==> config.mk <==
export PLATFORM = sky130hd
export DESIGN_NAME = s_inv_transformation_flat
export DESIGN_NICKNAME = d
export VERILOG_FILES = /design/src/rtl/s_inv_transformation_pkg.sv /design/src/rtl/s_inv_transformation_if.sv /design/src/rtl/s_inv_transformation_s_box_lookup.sv /design/src/rtl/s_inv_transformation.sv /design/src/flat_wrapper.sv
export SDC_FILE = /design/constraint.sdc
export NUM_CORES = 1
export LEC_CHECK = 0
export CAP_MARGIN = 20
export CELL_PAD_IN_SITES_DETAIL_PLACEMENT = 1
export CELL_PAD_IN_SITES_GLOBAL_PLACEMENT = 2
export CORE_ASPECT_RATIO = 1.5
export CORE_MARGIN = 10
export CORE_UTILIZATION = 37
export DETAILED_ROUTE_END_ITERATION = 10
export DONT_BUFFER_PORTS = 1
export PLACE_DENSITY = 0.75
export SETUP_SLACK_MARGIN = 0.3
export SLEW_MARGIN = 10
export SYNTH_ARGS = -nofsm -noshare
export SYNTH_HDL_FRONTEND = slang
export SYNTH_SLANG_ARGS = --single-unit
==> constraint.sdc <==
create_clock -name Clk -period 1.85 [get_ports Clk]
set_input_delay 0.0925 -clock Clk [delete_from_list [all_inputs] [get_ports Clk]]
set_output_delay 0.0925 -clock Clk [all_outputs]
set_load 0.02 [all_outputs]
==> src/rtl/s_inv_transformation_pkg.sv <==
// Shared constants, FSM encoding and key helpers for the inverse 2-bit S-box.
// A key packs four 2-bit symbols, symbol 0 in bits [7:6].
package s_inv_transformation_pkg;

    localparam int SYM_W = 2;
    localparam int SYM_N = 4;
    localparam int WORD_W = SYM_W * SYM_N;

    typedef enum logic [1:0] {
        ST_IDLE  = 2'd0,
        ST_BUILD = 2'd1,
        ST_SHIFT = 2'd2,
        ST_HOLD  = 2'd3
    } state_e;

    // Bit offset of symbol s inside a packed word: symbol 0 sits at [7:6], so lsb = 2*(3-s).
    function automatic logic [2:0] sym_lsb(input logic [SYM_W-1:0] s);
        return {~s, 1'b0};
    endfunction

    function automatic logic [SYM_W-1:0] key_sym(input logic [WORD_W-1:0] key,
                                                 input logic [SYM_W-1:0] v);
        return key[sym_lsb(v) +: SYM_W];
    endfunction

    function automatic logic [WORD_W-1:0] inv_key(input logic [WORD_W-1:0] key);
        logic [WORD_W-1:0] res;
        logic [SYM_W-1:0]  v;
        logic [SYM_W-1:0]  s;
        res = '0;
        for (int i = 0; i < SYM_N; i++) begin
            v = SYM_W'(i);
            s = key_sym(key, v);
            res[sym_lsb(s) +: SYM_W] = v;
        end
        return res;
    endfunction

    function automatic logic is_perm(input logic [WORD_W-1:0] key);
        logic [SYM_N-1:0] seen;
        seen = '0;
        for (int i = 0; i < SYM_N; i++) begin
            seen[key_sym(key, SYM_W'(i))] = 1'b1;
        end
        return &seen;
    endfunction

endpackage

==> src/rtl/s_inv_transformation_if.sv <==
// Key-load, input-word and output-word channels of the inverse S-box block.
// Both data channels use valid/ready: a transfer happens on a rising edge where valid and ready are both high; valid, once raised, holds its data until that edge.
interface s_inv_transformation_if;

    logic       Key_load;
    logic [7:0] Key;
    logic       Key_busy;
    logic       Key_err;
    logic       In_valid;
    logic [7:0] In_data;
    logic       In_ready;
    logic       Out_valid;
    logic [7:0] Out_data;
    logic       Out_ready;

    modport master (
        output Key_load, Key, In_valid, In_data, Out_ready,
        input  Key_busy, Key_err, In_ready, Out_valid, Out_data
    );

    modport slave (
        input  Key_load, Key, In_valid, In_data, Out_ready,
        output Key_busy, Key_err, In_ready, Out_valid, Out_data
    );

endinterface

==> src/rtl/s_inv_transformation_s_box_lookup.sv <==
// Combinational read of a packed 4-entry, 2-bit substitution table.
module s_box_lookup
    import s_inv_transformation_pkg::*;
(
    input  logic [WORD_W-1:0] table_i,
    input  logic [SYM_W-1:0]  sym_i,
    output logic [SYM_W-1:0]  sym_o
);

    assign sym_o = table_i[sym_lsb(sym_i) +: SYM_W];

endmodule

==> src/rtl/s_inv_transformation.sv <==
// Serial inverse 2-bit S-transformation: rebuilds its inverse table from a loaded
// forward key, then substitutes one symbol per cycle of each accepted word.
module s_inv_transformation
    import s_inv_transformation_pkg::*;
#(
    parameter logic [7:0] RESET_KEY = 8'b10110001
)
(
    input  logic                 Clk,
    input  logic                 Rst,
    s_inv_transformation_if.slave bus,
    output state_e               dbg_state_o
);

    localparam logic [WORD_W-1:0] RESET_INV = inv_key(RESET_KEY);

    state_e            state_q, state_d;
    logic [1:0]        cnt_q, cnt_d;
    logic [WORD_W-1:0] key_q, key_d;
    logic [WORD_W-1:0] inv_q, inv_d;
    logic [SYM_N-1:0]  seen_q, seen_d;
    logic              bad_q, bad_d;
    logic              err_q, err_d;
    logic [WORD_W-1:0] shift_q, shift_d;
    logic [WORD_W-1:0] result_q, result_d;

    logic              in_ready;
    logic [SYM_W-1:0]  build_sym;
    logic [SYM_W-1:0]  sub_sym;

    s_box_lookup u_inv_lookup (
        .table_i (inv_q),
        .sym_i   (shift_q[WORD_W-1 -: SYM_W]),
        .sym_o   (sub_sym)
    );

    assign build_sym = key_sym(key_q, cnt_q);
    assign in_ready  = (state_q == ST_IDLE) && !err_q;

    always_ff @(posedge Clk or posedge Rst) begin
        if (Rst) begin
            state_q  <= ST_IDLE;
            cnt_q    <= '0;
            key_q    <= RESET_KEY;
            inv_q    <= RESET_INV;
            seen_q   <= '0;
            bad_q    <= 1'b0;
            err_q    <= 1'b0;
            shift_q  <= '0;
            result_q <= '0;
        end else begin
            state_q  <= state_d;
            cnt_q    <= cnt_d;
            key_q    <= key_d;
            inv_q    <= inv_d;
            seen_q   <= seen_d;
            bad_q    <= bad_d;
            err_q    <= err_d;
            shift_q  <= shift_d;
            result_q <= result_d;
        end
    end

    always_comb begin
        state_d  = state_q;
        cnt_d    = cnt_q;
        key_d    = key_q;
        inv_d    = inv_q;
        seen_d   = seen_q;
        bad_d    = bad_q;
        err_d    = err_q;
        shift_d  = shift_q;
        result_d = result_q;

        case (state_q)
            ST_IDLE: begin
                // A key load wins over a word offered in the same cycle.
                if (bus.Key_load) begin
                    key_d   = bus.Key;
                    seen_d  = '0;
                    bad_d   = 1'b0;
                    cnt_d   = '0;
                    state_d = ST_BUILD;
                end else if (bus.In_valid && in_ready) begin
                    shift_d = bus.In_data;
                    cnt_d   = '0;
                    state_d = ST_SHIFT;
                end
            end
            ST_BUILD: begin
                inv_d[sym_lsb(build_sym) +: SYM_W] = cnt_q;
                seen_d[build_sym] = 1'b1;
                bad_d = bad_q | seen_q[build_sym];
                cnt_d = cnt_q + 2'd1;
                if (cnt_q == 2'd3) begin
                    err_d   = bad_d;
                    state_d = ST_IDLE;
                end
            end
            ST_SHIFT: begin
                result_d = {result_q[WORD_W-SYM_W-1:0], sub_sym};
                shift_d  = {shift_q[WORD_W-SYM_W-1:0], {SYM_W{1'b0}}};
                cnt_d    = cnt_q + 2'd1;
                if (cnt_q == 2'd3) begin
                    state_d = ST_HOLD;
                end
            end
            ST_HOLD: begin
                if (bus.Out_ready) begin
                    state_d = ST_IDLE;
                end
            end
            default: state_d = ST_IDLE;
        endcase
    end

    assign bus.In_ready  = in_ready;
    assign bus.Key_busy  = (state_q == ST_BUILD);
    assign bus.Key_err   = err_q;
    assign bus.Out_valid = (state_q == ST_HOLD);
    assign bus.Out_data  = result_q;
    assign dbg_state_o   = state_q;

endmodule

==> src/flat_wrapper.sv <==
// flat-port wrapper written by rule: the top's interface ports become plain ports
module s_inv_transformation_flat import s_inv_transformation_pkg::*;
#(
    parameter logic [7:0] RESET_KEY = 8'b10110001
)
  (Clk, Rst, dbg_state_o, bus_Key_load, bus_Key, bus_In_valid, bus_In_data, bus_Out_ready, bus_Key_busy, bus_Key_err, bus_In_ready, bus_Out_valid, bus_Out_data);
  s_inv_transformation_if bus_i ();
  input  logic Clk;
  input  logic Rst;
  output state_e dbg_state_o;
  input wire logic [$bits(bus_i.Key_load)-1:0] bus_Key_load;
  input wire logic [$bits(bus_i.Key)-1:0] bus_Key;
  input wire logic [$bits(bus_i.In_valid)-1:0] bus_In_valid;
  input wire logic [$bits(bus_i.In_data)-1:0] bus_In_data;
  input wire logic [$bits(bus_i.Out_ready)-1:0] bus_Out_ready;
  output wire logic [$bits(bus_i.Key_busy)-1:0] bus_Key_busy;
  output wire logic [$bits(bus_i.Key_err)-1:0] bus_Key_err;
  output wire logic [$bits(bus_i.In_ready)-1:0] bus_In_ready;
  output wire logic [$bits(bus_i.Out_valid)-1:0] bus_Out_valid;
  output wire logic [$bits(bus_i.Out_data)-1:0] bus_Out_data;
  assign bus_i.Key_load = bus_Key_load;
  assign bus_i.Key = bus_Key;
  assign bus_i.In_valid = bus_In_valid;
  assign bus_i.In_data = bus_In_data;
  assign bus_i.Out_ready = bus_Out_ready;
  assign bus_Key_busy = bus_i.Key_busy;
  assign bus_Key_err = bus_i.Key_err;
  assign bus_In_ready = bus_i.In_ready;
  assign bus_Out_valid = bus_i.Out_valid;
  assign bus_Out_data = bus_i.Out_data;
  s_inv_transformation #(.RESET_KEY(RESET_KEY)) u_core (.Clk(Clk), .Rst(Rst), .bus(bus_i), .dbg_state_o(dbg_state_o));
endmodule
## After elaboration in Yosys (flattened, before gate mapping)

Index checks and enable logic that the tools add are counted.

- Register bits after elaboration: 42
- Output and inout bits: 14
- Input port bits: 21

- Mux-type cells: 21
- Add/subtract/negate cells: 2
- Reductions and logical operators: 15
- Eq/ne operators: 11
- Shifts and indexed selects: 4
- Order comparisons: 2
- Bitwise logic cells: 5

Operators with widths:

| kind | count |
|---|---|
| $mux 8 | 2 |
| $pmux 8 s2 | 1 |
| $shiftx 8x4->2 | 2 |
| $mux 2 | 7 |
| $bwmux 8 | 1 |
| $ne 2x2->1 const B | 4 |
| $pmux 2 s4 | 1 |
| $pmux 4 s2 | 1 |
| $reduce_and 2->1 | 4 |
| $shift 2x5->8 const A | 1 |
| $shiftx 2x5->8 | 1 |
| $eq 2x2->1 const B | 3 |
| $not 2->2 | 3 |
| $reduce_bool 2->1 | 3 |
| $neg 3->5 | 1 |
| $mux 4 | 1 |
| $ne 2x1->1 const B | 2 |
| $or 4x4->4 | 1 |
| $pmux 2 s2 | 1 |
| $reduce_and 4->1 | 1 |
| $logic_and 1x1->1 | 3 |
| $lt 2x3->1 const B | 1 |
| $mux 1 | 3 |
| $ne 3x3->1 const B | 1 |
| 11 further kinds | 11 |

## Depth between registers and ports, before layout

Gate-level depths: netlist (run 1).

- Depth after elaboration: 8
- Depth in mapped cells: 7
- Gate-level depth less buffers: 6

## Hierarchy

Synthesis (run 1) repeated with hierarchy kept, for this count alone.

- Cells, all modules: 186
- Area total of the unflattened synthesis: 2163.3 um2

Modules (own cells, without submodules):

| module | seq. area each (um2) | cells each | times used | area each (um2) |
|---|---|---|---|---|
| s_inv_transformation | 1061.0 | 184 | 1 | 2110.8 |
| s_box_lookup | 0.0 | 2 | 1 | 52.6 |

## Worst setup path after synthesis (run 1)

OpenSTA, ideal clock, no wires.

- Path kind: register to register
- Start: register u_core.cnt_q[0]
- End: register u_core.inv_q[7]
- Data required time: 1.771 ns
- Stages on the path, launching flop included: 8
- Data arrival time: 1.904 ns
- Slack: -0.132 ns
- Period minus slack after synthesis: 1.982 ns
- Path through: dfrtp_1 > buf_6 > mux4_2 > inv_1 > ha_1 > nor3_1 > nand3_1 > o21ai_0

- Word-level cells in the longest chain between the ends: 6

RTL lines:

| what | RTL line | text |
|---|---|---|
| start, declared | s_inv_transformation.sv:18 | `logic [1:0] cnt_q, cnt_d;` |
| start signal, assigned | s_inv_transformation.sv:53 | `cnt_q <= cnt_d;` |
| $not 2->2 | s_inv_transformation_pkg.sv:18 | `return {~s, 1'b0};` |
| $shiftx 8x4->2 | s_inv_transformation_pkg.sv:23 | `return key[sym_lsb(v) +: SYM_W];` |
| $not 2->2 | s_inv_transformation_pkg.sv:18 |  |
| $neg 3->5 | s_inv_transformation.sv:91 | `inv_d[sym_lsb(build_sym) +: SYM_W] = cnt_q;` |
| $shiftx 2x5->8 / $shift 2x5->8 (equally long branches) | s_inv_transformation.sv:91 |  |
| $bwmux 8 (*) | s_inv_transformation.sv:91 |  |
| end signal, assigned | s_inv_transformation.sv:55 | `inv_q <= inv_d;` |
| end, declared | s_inv_transformation.sv:20 | `logic [WORD_W-1:0] inv_q, inv_d;` |

Mark *: on every way between the ends. The rest lies on a longest branch, timed or not.
A chain may end at the register's enable or synchronous reset.

## Worst setup path in the final report (run 1)

- Start: register u_core.cnt_q[0]
- End: register u_core.inv_q[3]

Same word-level chain as after synthesis.

==> results of run 1 <==
area by class of cell:
class	count	area (um2)	area share, %
Clock buffer	5	68.8	2.36
Clock inverter	3	68.8	2.36
Inverter	10	47.5	1.63
Multi-Input combinational cell	125	1190	40.8
Sequential cell	42	1060	36.5
Tap cell	70	87.6	3.00
Timing Repair Buffer	42	390	13.4
cells by family after synthesis:
logic type      count (synthesis)  share of synthesized area, %
compound gates                 33                          9.54
fa+ha+maj                      13                          7.71
buf+inv                        16                          3.26
simple gates                   45                          9.54
mux                            34                          19.7
flops                          42                          50.3
routing by layer:
layer | track usage (%) | vias to the layer above
met1 | 12.4 | 772
li1 | - | 724
met2 | 23.5 | 31
met5 | 0 | -
met4 | 2.05 | 0
met3 | 3.51 | 5
cells in the mapped netlist, types with 4 or more instances:
cell | count | area share (%)
a21oi_1 | 9 | 2.1
dfrtp_1 | 34 | 40
dfstp_2 | 8 | 10
ha_1 | 13 | 7.7
inv_1 | 9 | 1.6
mux2_1 | 5 | 2.7
mux2_2 | 11 | 5.9
mux2i_1 | 13 | 6.2
mux4_2 | 4 | 4.3
nand2_1 | 23 | 4.1
nand2b_1 | 4 | 1.2
nor2_1 | 8 | 1.4
o21ai_1 | 11 | 2.6
flip-flops by register name, summed over array words and instances, names as in the netlist:
name,count
u_core.seen_q,4
u_core.shift_q,8
u_core.bad_q,1
u_core.cnt_q,2
u_core.inv_q,8
u_core.bus.Key_err,1
u_core.bus.Out_data,8
u_core.key_q,8
u_core.dbg_state_o,2
per-stage QoR:
step / setup WS [ns] / cell area [um2]
final: -0.0843 / 2920
after global routing: -0.206 / 2920
after CTS: -0.0595 / 2750
after detailed placement: -0.0579 / 2340
after global placement: -0.000494 / 2340
after floorplan: -0.0143 / 2220
where the power goes:
group          total, W  internal, W  switching [W]
sequential      0.00183      0.00136       0.000462
combinational   0.00360      0.00179        0.00181
clock          0.000872     0.000541       0.000331
total           0.00630      0.00370        0.00260
worst max path at each step:
stage / from / endpoint / slack (ns) / depth (start not counted)
after detailed placement: u_core.cnt_q[0] / u_core.inv_q[4] / -0.06 / 5
after floorplan: u_core.cnt_q[0] / u_core.inv_q[6] / -0.01 / 7
after global placement: u_core.cnt_q[0] / u_core.inv_q[6] / -0.0005 / 6
final: u_core.cnt_q[0] / u_core.inv_q[3] / -0.08 / 5
after global routing: u_core.cnt_q[0] / u_core.inv_q[6] / -0.21 / 6
after CTS: u_core.cnt_q[0] / u_core.inv_q[6] / -0.06 / 6
timing repair:
item	in CTS	in global routing
pin swaps	14	11
resized for setup	16	25
hold buffers	15	0
setup endpoints to repair	36	25
cloned	0	1
setup buffers	8	7
hold endpoints to repair	48	0
==> metrics, run 1 <==
RSZ-0062 raised after global routing=true; Setup violations, final=6; Achievable Freq=517 MHz; grt total ovfl=0; Mapped Area=2110 um2; Overall Power=0.00630 W; R2R depth=5; maximum fanout along the worst path=7; measured slew at the worst slew-check pin=0.514 ns; Critical Path RT=2.04 ns; Period Utilization, post-route=105%; DRT Pass-1 Iters=3; clock sinks=42; fin crit period=1.93 ns; vias in the first global route=1835; Fillers=559; flop2flop setup slack=-0.08 ns; Cells after DPL=258; Nets=260; largest net degree at the start of global routing=43; Overall Global Routing Usage=12.2%; hold slack=0.00507 ns; setup TNS=-0.235 ns; max_cap viols=0; power per cell area=2160 nW/um2; CTS clock-pin slew for the worst setup and hold paths=0.09 ns; Leak=1.26 nW; ANT nets after route=0; Util after Layout=53.1%; worst hold-check path type=in -> reg; drt wl/cell=18.9 um; Area Growth Syn to Fin=38.1%; Initial Util=38.4%; IO Count=35; final hold vios=0; synthesized netlist cell count=183; Die H=113 um; post-DP HPWL=3840 um; DR top layer=met4; worst-case clock buffer depth=2; failing checks=negative setup slack; DRC Markers=0; Largest stage delay, worst path=0.68 ns; crit path launch type=flip-flop; worst-case hold path end point=u_core.shift_q[4]; number of synthesized register bits=42; Crit. End Element=flip-flop; Main synth FF type=dfrtp_1; clock root buffer=clkbuf_8; Seq/Total Area, Yosys=50.3%; Worst-Skew Late Latency=0.29 ns; initial antenna violation count=0; GPL Wtd Cong=0.836; Die Footprint=9190 um2; Worst Skew=0.0119 ns; Worst Hold Launch=bus_In_data[4]; CTS tree=done; H-tree level count=2; DIE WIDTH=81.7 um; number of enable flip-flop cells after synthesis=0; Port-buffer cells=0; Syn Nets=217; CP top delay family=multiplexers; hold depth=2; ys async rst share=100%; worst path buffer plus inverter count=0; yosys warns=0; Vias=1532; Arrival @ worst endpoint=2.12 ns; status=complete, but fails checks; Mean Syn Cell Area=11.5 um2; vias per cell=5.16; number of core rows=33; commonest non-fill, non-tap cell in the layout=dfrtp_1; final non-filler cell total=297; FF-to-FF Start=u_core.cnt_q[0]; Met2 Wirelength=3230 um; most frequent cells in the layout=dfrtp_1, nand2_1, buf_4, dlygate4sd3_1; setup ws final=-0.0843 ns; Worst VDD drop=1.23 mV; Routed WL=5600 um; ant diodes=0; met3 WL=301 um; kind of critical path=reg -> reg; distinct cell type count after synthesis=35; Post-Route M1 WL=2040 um; TritonCTS Buffers=5; fraction of layout cells with a size suffix above 1=41.4%; first-pass GRT wire length=9070 um; Max-Slew Margin vs Limit=65.7%; Core ar.=5490 um2; DR iter-0 viols=51; Worst R2R End=u_core.inv_q[3]; CP Cell Sequence=mux4_2 > ha_1 > nand2_1 > nor2_1 > a32o_1; fin. max-slew vios=0; Slowest-stage cell, CP=mux4_2
Power figures use the tool's default switching activity.
==> run 2, diff against run 1 <==
Settings changed: TNS_END_PERCENT set to 1.
==> metrics, run 2 (synthesized netlist as in run 1, its figures left out) <==
worst-case clock buffer depth=2 (unchanged); grt total ovfl=0 (unchanged); status=complete, but fails checks; setup TNS=-0.180 ns (+0.0548 ns); Leak=1.17 nW (-7.3%); power per cell area=2060 nW/um2 (-4.8%); Design Area, Final=2720 um2 (-6.8%); crit path launch type=flip-flop; fin. max-slew vios=0 (unchanged); Placed Instance Area=2320 um2 (-0.80%); initial antenna violation count=0 (unchanged); Int Pwr=0.00317 W (-14%); DRT Pass-1 Iters=3 (unchanged); Initial Util=38.4% (unchanged); vias in the first global route=1688 (-8.0%); switching pwr=0.00242 W (-6.8%); TritonCTS Buffers=5 (unchanged); Achievable Freq=529 MHz (+2.2%); Setup violations, final=6 (unchanged); Worst Skew=0.00764 ns (-0.00422 ns); Core ar.=5490 um2 (unchanged); Routed WL=4930 um (-12%); fin crit period=1.89 ns (-0.0425 ns); ANT nets after route=0 (unchanged); largest net degree at the start of global routing=43 (unchanged); CTS tree=done; Max-Slew Margin vs Limit=65.0% (-0.68 points); Arrival @ worst endpoint=2.08 ns (-0.04 ns); Overall Global Routing Usage=11.3% (-0.85 points); Crit. End Element=flip-flop; measured slew at the worst slew-check pin=0.524 ns (+0.0102 ns); final hold vios=0 (unchanged); CTS clock-pin slew for the worst setup and hold paths=0.08 ns (about the same); worst hold-check path type=in -> reg; Area Growth Syn to Fin=28.7%; fraction of layout cells with a size suffix above 1=42.7% (+1.2 points); number of core rows=33 (unchanged); drt wl/cell=17.5 um (-7.0%); failing checks=negative setup slack; Gate power share=57.6% (+0.4 points); Overall Power=0.00559 W (-11%); DRC Markers=0 (unchanged); setup ws final=-0.0418 ns (+0.0425 ns); maximum fanout along the worst path=7 (unchanged); Die Footprint=9190 um2 (unchanged); Vias=1478 (-3.5%); Worst VDD drop=1.16 mV (-5.6%); Clock Power Share=10.8% (-3.0 points); most frequent cells in the layout=dfrtp_1, nand2_1, mux2i_1, buf_4; commonest non-fill, non-tap cell in the layout=dfrtp_1; Flop pwr share=31.6% (+2.6 points); RSZ-0062 raised after global routing=true; DR iter-0 viols=55 (+7.8%); Port-buffer cells=0 (unchanged); vias per cell=5.26 (+2.0%); Period Utilization, post-route=102% (-2.3 points); Largest stage delay, worst path=0.68 ns (about the same); CP Cell Sequence=mux4_2 > inv_4 > ha_1 > nand2_1 > o31ai_2; Die H=113 um (unchanged); IO Count=35 (unchanged); DIE WIDTH=81.7 um (unchanged); Worst-Skew Late Latency=0.28 ns (about the same); max_cap viols=0 (unchanged); GPL Wtd Cong=0.789 (-5.6%); hold slack=0.000593 ns (-0.00447 ns); clock sinks=42 (unchanged); Nets=244 (-6.2%); Critical Path RT=2.04 ns (about the same); clock root buffer=clkbuf_8; Switching Fraction=43.3% (+2.1 points); post-DP HPWL=3730 um (-2.9%); Slowest-stage cell, CP=mux4_2; H-tree level count=2 (unchanged); kind of critical path=reg -> reg; ant diodes=0 (unchanged); first-pass GRT wire length=8480 um (-6.5%)
==> run 2: changes by cell type in the layout (fill, tap and decap cells not counted), moves of 4 or more <==
| cell | before | now |
|---|---|---|
| buf_4 | 18 | 13 |
| buf_6 | 8 | 2 |
| dlygate4sd3_1 | 15 | 11 |
| nand2_1 | 18 | 14 |
| o21ai_1 | 13 | 5 |
| o21ai_2 | 0 | 7 |
==> run 2: layer usage <==
metal  global-route usage (%)  up-vias  routed length, um  share of wire, %
met5                        0        -                  0                 0
li1                         -      695                  -                 -
met3                     3.67        4                347               7.0
met4                     2.05        0                 38              0.77
met2                     20.7       30               2800                57
met1                     12.3      749               1740                35
==> run 2: area by class of cell <==
type	count	area (um2)
Clock buffer	6	82.6
Clock inverter	2	12.5
Fill cell	579	2780
Inverter	10	42.5
Multi-Input combinational cell	125	1200
Sequential cell	42	1060
Tap cell	70	87.6
Timing Repair Buffer	26	230
==> run 2: per-stage QoR <==
stage	worst slack [ns]	utilization (%)	std cells
2_1_floorplan	-0.0157	-	183
3_3_place_gp	-0.00920	42.3	260
3_5_place_dp	-0.0671	42.3	260
4_1_cts	-0.0452	47.1	281
5_1_grt	-0.163	49.5	281
6_report	-0.0418	49.5	281
==> run 2: worst paths after layout <==
check	from	slack, ns	to	depth (start not counted)
setup / recovery	u_core.cnt_q[0]	-0.04	u_core.inv_q[4]	5
hold / removal	bus_In_data[7]	0.0006	u_core.shift_q[7]	2
setup reg to reg	u_core.cnt_q[0]	-0.04	u_core.inv_q[4]	5
hold reg to reg	u_core.inv_q[0]	0.47	u_core.inv_q[0]	2
max in group asynchronous	Rst	1.09	u_core.inv_q[4]	3
min in group asynchronous	Rst	0.37	u_core.dbg_state_o[0]	3
==> run 2: power groups by stage <==
| stage | logic (W) | clock network [W] | registers (W) |
|---|---|---|---|
| 3_5_place_dp | 0.00265 | 0 | 0.00177 |
| 3_3_place_gp | 0.00256 | 0 | 0.00176 |
| 2_1_floorplan | 0.00199 | 0 | 0.00170 |
| 4_1_cts | 0.00291 | 0.000630 | 0.00176 |
| 6_report | 0.00322 | 0.000603 | 0.00176 |
| 5_1_grt | 0.00358 | 0.000675 | 0.00183 |
==> run 2: worst max-delay path, delay by kind of cell (launching register included) <==
family | cells | cell delay (ns)
muxes | 1 | 0.68
DFF | 1 | 0.41
AOI/OAI and AO/OA | 1 | 0.30
adders and majority gates | 1 | 0.15
and+or+nand+nor | 1 | 0.14
buffers and inverters | 1 | 0.13
==> run 2: timing repair <==
action                                 CTS  global route
endpoints found under the hold margin   44             0
pin swaps                               11             8
setup endpoints to repair               27            33
buffers inserted                         2             0
hold buffers                            11             0
gates resized for setup                 11            32
